`src/rtl/box_filter_pkg.sv`:
```
// Shared types for the box-filter level-crossing event detector.
// Defines the detector FSM states, the packed event record and its width.
// Pure declarations; no logic, no latency, no flow control.
package box_filter_pkg;

    localparam int DATA_W = 32;
    localparam int TS_W   = 16;

    typedef enum logic [1:0] {
        ST_LOW      = 2'd0,
        ST_ARM_HIGH = 2'd1,
        ST_HIGH     = 2'd2,
        ST_ARM_LOW  = 2'd3
    } det_state_t;

    // One detected crossing: direction, the sample that completed the
    // debounce, and that sample's timestamp.
    typedef struct packed {
        logic              rising;
        logic [DATA_W-1:0] value;
        logic [TS_W-1:0]   ts;
    } event_t;

    localparam int EVENT_W = $bits(event_t);

    // Debounced level seen outside: high while settled high or arming to fall.
    function automatic logic state_level(det_state_t s);
        return (s == ST_HIGH) || (s == ST_ARM_LOW);
    endfunction

endpackage

```
`src/rtl/box_filter_event_detect_if.sv`:
```
// Bundle of sample input, thresholds, event drain handshake and status.
// No latency of its own; slave = detector, master = sample source / consumer.
// Event side is valid/ready: the consumer holds evt_ready low to stall.
interface box_filter_event_detect_if;
    import box_filter_pkg::*;

    logic              in_valid;
    logic [DATA_W-1:0] in_data;
    logic [DATA_W-1:0] thr_high;
    logic [DATA_W-1:0] thr_low;
    logic              evt_valid;
    logic              evt_ready;
    logic              evt_rising;
    logic [DATA_W-1:0] evt_value;
    logic [TS_W-1:0]   evt_time;
    logic              level;
    logic              overflow;
    logic              clear_overflow;

    modport master (
        output in_valid, in_data, thr_high, thr_low, evt_ready, clear_overflow,
        input  evt_valid, evt_rising, evt_value, evt_time, level, overflow
    );

    modport slave (
        input  in_valid, in_data, thr_high, thr_low, evt_ready, clear_overflow,
        output evt_valid, evt_rising, evt_value, evt_time, level, overflow
    );

endinterface

```
`src/rtl/event_fifo.sv`:
```
// Generic synchronous FIFO, registered storage, head shown first-word-fall-through.
// Latency: a push is visible at the head the cycle after it is written.
// Backpressure: pop only when pop_vld_o && pop_rdy_i; push on full is dropped
// unless a pop happens in the same cycle.
// Ports: clk/rst_n; push_i/push_dat_i write side; full_o/empty_o status;
//        pop_vld_o/pop_rdy_i/pop_dat_o read side.
module event_fifo #(
    parameter type T     = logic [7:0],
    parameter int  DEPTH = 4
) (
    input  logic clk,
    input  logic rst_n,
    input  logic push_i,
    input  T     push_dat_i,
    output logic full_o,
    output logic empty_o,
    output logic pop_vld_o,
    input  logic pop_rdy_i,
    output T     pop_dat_o
);

    localparam int AW = $clog2(DEPTH);

    T               mem_q [DEPTH];
    logic [AW-1:0]  wr_ptr_q, wr_ptr_d;
    logic [AW-1:0]  rd_ptr_q, rd_ptr_d;
    logic [AW:0]    cnt_q, cnt_d;
    logic           do_push;
    logic           do_pop;

    assign full_o    = (cnt_q == (AW+1)'(DEPTH));
    assign empty_o   = (cnt_q == '0);
    assign pop_vld_o = !empty_o;
    assign pop_dat_o = mem_q[rd_ptr_q];

    assign do_pop  = pop_vld_o && pop_rdy_i;
    // A pop frees the slot the write lands in, so full+push+pop loses nothing.
    assign do_push = push_i && (!full_o || do_pop);

    always_comb begin
        wr_ptr_d = wr_ptr_q;
        rd_ptr_d = rd_ptr_q;
        cnt_d    = cnt_q;
        if (do_push) begin
            wr_ptr_d = wr_ptr_q + 1'b1;
        end
        if (do_pop) begin
            rd_ptr_d = rd_ptr_q + 1'b1;
        end
        case ({do_push, do_pop})
            2'b10:   cnt_d = cnt_q + 1'b1;
            2'b01:   cnt_d = cnt_q - 1'b1;
            default: cnt_d = cnt_q;
        endcase
    end

    always_ff @(posedge clk or negedge rst_n) begin
        if (!rst_n) begin
            wr_ptr_q <= '0;
            rd_ptr_q <= '0;
            cnt_q    <= '0;
        end else begin
            wr_ptr_q <= wr_ptr_d;
            rd_ptr_q <= rd_ptr_d;
            cnt_q    <= cnt_d;
        end
    end

    // Storage needs no reset: nothing reads it while the FIFO is empty.
    always_ff @(posedge clk) begin
        if (do_push) begin
            mem_q[wr_ptr_q] <= push_dat_i;
        end
    end

endmodule

```
`src/rtl/box_filter_event_detect.sv`:
```
// Hysteresis + debounce level-crossing detector producing timestamped events.
// Latency: event and level appear the cycle after the completing sample.
// Backpressure: events queue in a FIFO drained by valid/ready; when full with
// no pop the new event is dropped and sticky overflow is set.
// Ports: clk, rst_n (async, active-low); bus (slave modport) carries samples,
//        thresholds, event handshake/data, level, overflow and its clear.
module box_filter_event_detect
    import box_filter_pkg::*;
#(
    parameter int HOLD_CYCLES = 4,
    parameter int FIFO_DEPTH  = 4,
    // Must match the package timestamp width carried inside event_t.
    parameter int TS_WIDTH    = TS_W
) (
    input  logic                        clk,
    input  logic                        rst_n,
    box_filter_event_detect_if.slave    bus
);

    // cnt only ever holds 0..HOLD_CYCLES-1: reaching HOLD_CYCLES completes.
    localparam int CNT_W = (HOLD_CYCLES > 1) ? $clog2(HOLD_CYCLES) : 1;
    localparam logic [CNT_W-1:0] CNT_ONE  = CNT_W'(1);
    localparam logic [CNT_W-1:0] CNT_LAST = CNT_W'(HOLD_CYCLES - 1);

    det_state_t          state_q, state_d;
    logic [CNT_W-1:0]    cnt_q, cnt_d;
    logic [TS_WIDTH-1:0] ts_q, ts_d;
    logic                level_q, level_d;
    logic                overflow_q, overflow_d;

    logic                above;
    logic                below;
    logic                push;
    logic                push_rising;
    event_t              push_evt;

    logic                fifo_full;
    logic                fifo_empty;
    logic                fifo_vld;
    event_t              fifo_head;
    event_t              head_evt;

    // Strict compares: a sample equal to a threshold never qualifies.
    assign above = bus.in_data > bus.thr_high;
    assign below = bus.in_data < bus.thr_low;

    // ---------------- FSM: state register ----------------
    always_ff @(posedge clk or negedge rst_n) begin
        if (!rst_n) begin
            state_q <= ST_LOW;
            cnt_q   <= '0;
            level_q <= 1'b0;
        end else begin
            state_q <= state_d;
            cnt_q   <= cnt_d;
            level_q <= level_d;
        end
    end

    // ---------------- FSM: next state ----------------
    always_comb begin
        state_d     = state_q;
        cnt_d       = cnt_q;
        push        = 1'b0;
        push_rising = 1'b0;
        if (bus.in_valid) begin
            case (state_q)
                ST_LOW: begin
                    if (above) begin
                        if (HOLD_CYCLES == 1) begin
                            state_d     = ST_HIGH;
                            cnt_d       = '0;
                            push        = 1'b1;
                            push_rising = 1'b1;
                        end else begin
                            state_d = ST_ARM_HIGH;
                            cnt_d   = CNT_ONE;
                        end
                    end
                end
                ST_ARM_HIGH: begin
                    if (!above) begin
                        state_d = ST_LOW;
                        cnt_d   = '0;
                    end else if (cnt_q == CNT_LAST) begin
                        state_d     = ST_HIGH;
                        cnt_d       = '0;
                        push        = 1'b1;
                        push_rising = 1'b1;
                    end else begin
                        cnt_d = cnt_q + 1'b1;
                    end
                end
                ST_HIGH: begin
                    if (below) begin
                        if (HOLD_CYCLES == 1) begin
                            state_d = ST_LOW;
                            cnt_d   = '0;
                            push    = 1'b1;
                        end else begin
                            state_d = ST_ARM_LOW;
                            cnt_d   = CNT_ONE;
                        end
                    end
                end
                ST_ARM_LOW: begin
                    if (!below) begin
                        state_d = ST_HIGH;
                        cnt_d   = '0;
                    end else if (cnt_q == CNT_LAST) begin
                        state_d = ST_LOW;
                        cnt_d   = '0;
                        push    = 1'b1;
                    end else begin
                        cnt_d = cnt_q + 1'b1;
                    end
                end
                default: begin
                    state_d = ST_LOW;
                    cnt_d   = '0;
                end
            endcase
        end
    end

    // ---------------- FSM: outputs ----------------
    always_comb begin
        level_d  = state_level(state_d);
        push_evt = '{rising: push_rising, value: bus.in_data, ts: ts_q};
    end

    // ---------------- timestamp and overflow ----------------
    always_comb begin
        ts_d = bus.in_valid ? ts_q + 1'b1 : ts_q;
        // A drop in the same cycle as a clear keeps the flag set.
        if (push && fifo_full && !(fifo_vld && bus.evt_ready)) begin
            overflow_d = 1'b1;
        end else if (bus.clear_overflow) begin
            overflow_d = 1'b0;
        end else begin
            overflow_d = overflow_q;
        end
    end

    always_ff @(posedge clk or negedge rst_n) begin
        if (!rst_n) begin
            ts_q       <= '0;
            overflow_q <= 1'b0;
        end else begin
            ts_q       <= ts_d;
            overflow_q <= overflow_d;
        end
    end

    // ---------------- event queue ----------------
    event_fifo #(
        .T     (event_t),
        .DEPTH (FIFO_DEPTH)
    ) u_event_fifo (
        .clk        (clk),
        .rst_n      (rst_n),
        .push_i     (push),
        .push_dat_i (push_evt),
        .full_o     (fifo_full),
        .empty_o    (fifo_empty),
        .pop_vld_o  (fifo_vld),
        .pop_rdy_i  (bus.evt_ready),
        .pop_dat_o  (fifo_head)
    );

    // Storage is not reset, so the data outputs read zero whenever empty.
    assign head_evt = fifo_empty ? '0 : fifo_head;

    assign bus.evt_valid  = fifo_vld;
    assign bus.evt_rising = head_evt.rising;
    assign bus.evt_value  = head_evt.value;
    assign bus.evt_time   = head_evt.ts;
    assign bus.level      = level_q;
    assign bus.overflow   = overflow_q;

endmodule

```
`src/flat_wrapper.sv`:
```
// flat-port wrapper written by rule: the top's interface ports become plain ports
module box_filter_event_detect_flat import box_filter_pkg::*;
#(
    parameter int HOLD_CYCLES = 4,
    parameter int FIFO_DEPTH  = 4,
                                                                     
    parameter int TS_WIDTH    = TS_W
)
  (clk, rst_n, bus_in_valid, bus_in_data, bus_thr_high, bus_thr_low, bus_evt_ready, bus_clear_overflow, bus_evt_valid, bus_evt_rising, bus_evt_value, bus_evt_time, bus_level, bus_overflow);
  box_filter_event_detect_if bus_i ();
  input  logic clk;
  input  logic rst_n;
  input wire logic [$bits(bus_i.in_valid)-1:0] bus_in_valid;
  input wire logic [$bits(bus_i.in_data)-1:0] bus_in_data;
  input wire logic [$bits(bus_i.thr_high)-1:0] bus_thr_high;
  input wire logic [$bits(bus_i.thr_low)-1:0] bus_thr_low;
  input wire logic [$bits(bus_i.evt_ready)-1:0] bus_evt_ready;
  input wire logic [$bits(bus_i.clear_overflow)-1:0] bus_clear_overflow;
  output wire logic [$bits(bus_i.evt_valid)-1:0] bus_evt_valid;
  output wire logic [$bits(bus_i.evt_rising)-1:0] bus_evt_rising;
  output wire logic [$bits(bus_i.evt_value)-1:0] bus_evt_value;
  output wire logic [$bits(bus_i.evt_time)-1:0] bus_evt_time;
  output wire logic [$bits(bus_i.level)-1:0] bus_level;
  output wire logic [$bits(bus_i.overflow)-1:0] bus_overflow;
  assign bus_i.in_valid = bus_in_valid;
  assign bus_i.in_data = bus_in_data;
  assign bus_i.thr_high = bus_thr_high;
  assign bus_i.thr_low = bus_thr_low;
  assign bus_i.evt_ready = bus_evt_ready;
  assign bus_i.clear_overflow = bus_clear_overflow;
  assign bus_evt_valid = bus_i.evt_valid;
  assign bus_evt_rising = bus_i.evt_rising;
  assign bus_evt_value = bus_i.evt_value;
  assign bus_evt_time = bus_i.evt_time;
  assign bus_level = bus_i.level;
  assign bus_overflow = bus_i.overflow;
  box_filter_event_detect #(.HOLD_CYCLES(HOLD_CYCLES), .FIFO_DEPTH(FIFO_DEPTH), .TS_WIDTH(TS_WIDTH)) u_core (.clk(clk), .rst_n(rst_n), .bus(bus_i));
endmodule
```
`config.mk`:
```
export PLATFORM = sky130hd
export DESIGN_NAME = box_filter_event_detect_flat
export DESIGN_NICKNAME = d
export VERILOG_FILES = /design/src/rtl/box_filter_pkg.sv /design/src/rtl/box_filter_event_detect_if.sv /design/src/rtl/event_fifo.sv /design/src/rtl/box_filter_event_detect.sv /design/src/flat_wrapper.sv
export SDC_FILE = /design/constraint.sdc
export NUM_CORES = 1
export LEC_CHECK = 0
export BUFFER_PORTS_ARGS = -buffer_cell sky130_fd_sc_hd__buf_2
export CORE_MARGIN = 2
export CORE_UTILIZATION = 55
export DETAILED_ROUTE_END_ITERATION = 7
export HOLD_SLACK_MARGIN = 0.06
export PLACE_DENSITY = 0.77
export SLEW_MARGIN = 40
export SYNTH_ARGS = -nofsm -noshare
export SYNTH_HDL_FRONTEND = slang
export SYNTH_SLANG_ARGS = --single-unit
export TNS_END_PERCENT = 20
```
`constraint.sdc`:
```
create_clock -name clk -period 6.8 [get_ports clk]
set_input_delay 0.68 -clock clk [delete_from_list [all_inputs] [get_ports clk]]
set_output_delay 0.68 -clock clk [all_outputs]
set_load 0.1 [all_outputs]
```
==> flow_metrics.env <==
export IMPL_worst_ir_drop_vdd_v=0.000315
export IMPL_clock_skew_final_ns=0.0155
export IMPL_die_y_um=142
export IMPL_synthArstFlopShare_pct=12.9
export IMPL_die_area_um2=20100
export IMPL_synth_simple_area_share_pct=8.18
export IMPL_core_area_um2=18700
export IMPL_hold_ws_ns=0.226
export IMPL_grt_usage_pct=22.4
export IMPL_final_antenna_net_count=0
export IMPL_synth_area_um2=10500
export IMPL_numPortBuffers=152
export IMPL_cts_buffer_depth=3
export IMPL_vias_per_cell=5.78
export IMPL_multi_input_area_um2=3520
export IMPL_rows=50
export IMPL_fin_area_um2=12300
export IMPL_p_leak_nw=4.88
export IMPL_finalSetupViolations=0
export IMPL_worstPathRequired_ns=6.94
export IMPL_die_w_um=142
export IMPL_wl_per_cell_um=20.3
export IMPL_power_density_nw_per_um2=466
export IMPL_cts_tree="yes"
export IMPL_min_period_over_period_pct=56.0
export IMPL_ys_ff_latch=225
export IMPL_status="finished clean"
export IMPL_finish_utilization_pct=65.7
export IMPL_gp_congestion=0.914
export IMPL_first_global_vias=6664
export IMPL_root_buffer="clkbuf_16"
export IMPL_drt_wl_total_mm=22.1
export IMPL_grt_overflow=0
export IMPL_fill_cells=1275
export IMPL_muxShareOfSynthArea_pct=11.2
export IMPL_antenna_found_initial=1
export IMPL_dr_first_iter_drc_count=416
export IMPL_synthFlopType="edfxtp_1"
export IMPL_grt_pass1_wl_mm=34.7
export IMPL_placed_cell_area_um2=11500
export IMPL_hold_viol_final=0
export IMPL_drv_cap=0
export IMPL_cp_arrival_ns=3.95
export IMPL_worstHoldPathType="in2async"
export IMPL_yosysSeqAreaShare_pct=63.2
export IMPL_path_max_fanout=28
export IMPL_most_common_layout_cells="edfxtp_1 (196), buf_2 (152), ha_1 (69), inv_1 (67), and2_1 (50)"
export IMPL_htreeDepth=1
export IMPL_setup_tns_final_ns=0
export IMPL_final_net_count=1011
export IMPL_ys_types=52
export IMPL_grt_max_degree=55
export IMPL_synthAdderAreaFrac_pct=8.44
export IMPL_fmax_mhz=263
export IMPL_synth_compound_gate_area_share_pct=4.27
export IMPL_critPathLaunchType="primary input"
export IMPL_drc_errors=0
export IMPL_path_class="in2reg"
export IMPL_syn_nets=850
export IMPL_insertion_delay_ns=0.50
export IMPL_worstSetupEndpointType="register"
export IMPL_dr_total_vias=6311
export IMPL_clk_pin_slew_ns=0.06
export IMPL_cts_buffers=22
export IMPL_register_area_um2=6620
export IMPL_cts_resized=0
export IMPL_p_total_mw=5.73
export IMPL_cts_sinks=225
export IMPL_drtPass1Iterations=4
export IMPL_fin_crit_ns=3.81
export IMPL_synthCells=679
export IMPL_hold_buffers=0
export IMPL_grt_setup_unrepaired="no"
export IMPL_cts_setup_buffers=0
export IMPL_post_dp_hpwl_mm=15.1
export IMPL_initial_utilization_pct=56.0
export IMPL_synth_edf_count=196
export IMPL_yosysWarnings=0
export IMPL_synth_xor_area_share_pct=1.51
export IMPL_worst_slew_pin_slew_ns=0.701
export IMPL_area_growth_pct=17.5
export IMPL_layout_commonest_cell="edfxtp_1"
export IMPL_drive_above_1_share_pct=30.6
export IMPL_relSlewSlack_pct=53.3
export IMPL_io_pins=153
export IMPL_avgSynthCellArea_um2=15.4
export IMPL_synth_top_family_by_area="multiplexers"
export IMPL_slew_violations=0
[Yosys cell counts (4+ instances only)]
cell	instances	area share, %
ha_1	69	8.2
o21ai_0	11	0.53
dfrtp_1	29	6.9
nand2_1	31	1.1
nand3_1	11	0.53
nor2_1	13	0.47
nand4_1	17	1.0
clkbuf_1	16	0.57
inv_1	67	2.4
a21o_1	5	0.36
and3_1	4	0.24
mux4_2	49	11
and2_1	54	3.2
nor3_1	4	0.19
edfxtp_1	196	56
nor2b_1	4	0.24
xnor2_1	15	1.3
a21oi_1	34	1.6
[per-stage QoR]
step	cells	setup slack (ns)
after global placement	1048	2.62
after CTS	1090	2.95
after global routing	1090	2.74
final	1091	2.99
after detailed placement	1050	2.43
after floorplan	679	2.85
[report_power, final]
part / switching (mW) / total [mW] / internal [mW]
clock network: 0.480 / 1.27 / 0.792
logic: 2.09 / 2.74 / 0.649
registers: 0.133 / 1.72 / 1.59
[cell families after synthesis]
kind of cell | Yosys count
XOR/XNOR | 18
adder cells (fa/ha/maj) | 70
AND/OR/NAND/NOR | 152
buffers and inverters | 89
multiplexers | 55
AO/OA/AOI/OAI | 70
flip-flops | 225
[metal layers]
metal | track usage (%) | vias up | wire, µm
met2 | 40.5 | 237 | 11400
li1 | - | 2884 | -
met5 | 0 | - | 0
met4 | 5.63 | 0 | 460
met1 | 28.6 | 3146 | 9110
met3 | 3.47 | 44 | 1180
[worst max-delay path, cell delays in order]
cell and delay (ns):
buf_2 0.14, ha_1 0.32, nand4_1 0.18, nor4_2 0.43, a21boi_2 0.25, o31ai_2 0.09
a211oi_2 0.38, o21a_1 0.36, and2_2 0.60, buf_4 0.51
[layout make-up]
class | instances | area share, %
Timing Repair Buffer | 159 | 6.82
Antenna cell | 1 | 0.0204
Tap cell | 234 | 2.38
Multi-Input combinational cell | 365 | 28.6
Inverter | 67 | 2.05
Sequential cell | 225 | 53.8
Clock buffer | 30 | 5.06
Clock inverter | 10 | 1.22
[path summary, 6_finish.rpt]
kind / from / end / slack, ns / cells after the start
setup / recovery: bus_in_data[15] / u_core.u_event_fifo.mem_q[3][21]$_DFFE_PP_ / 2.99 / 10
hold / removal: rst_n / u_core.ts_q[11]$_DFFE_PN0P_ / 0.23 / 1
setup reg to reg: u_core.cnt_q[0]$_DFFE_PN0P_ / u_core.u_event_fifo.mem_q[3][21]$_DFFE_PP_ / 3.86 / 6
hold reg to reg: u_core.cnt_q[1]$_DFFE_PN0P_ / u_core.cnt_q[1]$_DFFE_PN0P_ / 0.51 / 1
max in group asynchronous: rst_n / u_core.u_event_fifo.rd_ptr_q[0]$_DFFE_PN0P_ / 6.05 / 1
min in group clk: bus_in_data[23] / u_core.u_event_fifo.mem_q[2][39]$_DFFE_PP_ / 0.44 / 1
[flip-flops by register name, summed over array words and instances, names as in the netlist]
register                      cells
u_core.bus.level                  1
u_core.u_event_fifo.rd_ptr_q      2
u_core.u_event_fifo.mem_q       196
u_core.ts_q                      16
u_core.bus.overflow               1
u_core.state_q                    2
u_core.u_event_fifo.cnt_q         3
u_core.u_event_fifo.wr_ptr_q      2
u_core.cnt_q                      2
Note: power is estimated with default switching activity, not from simulation.
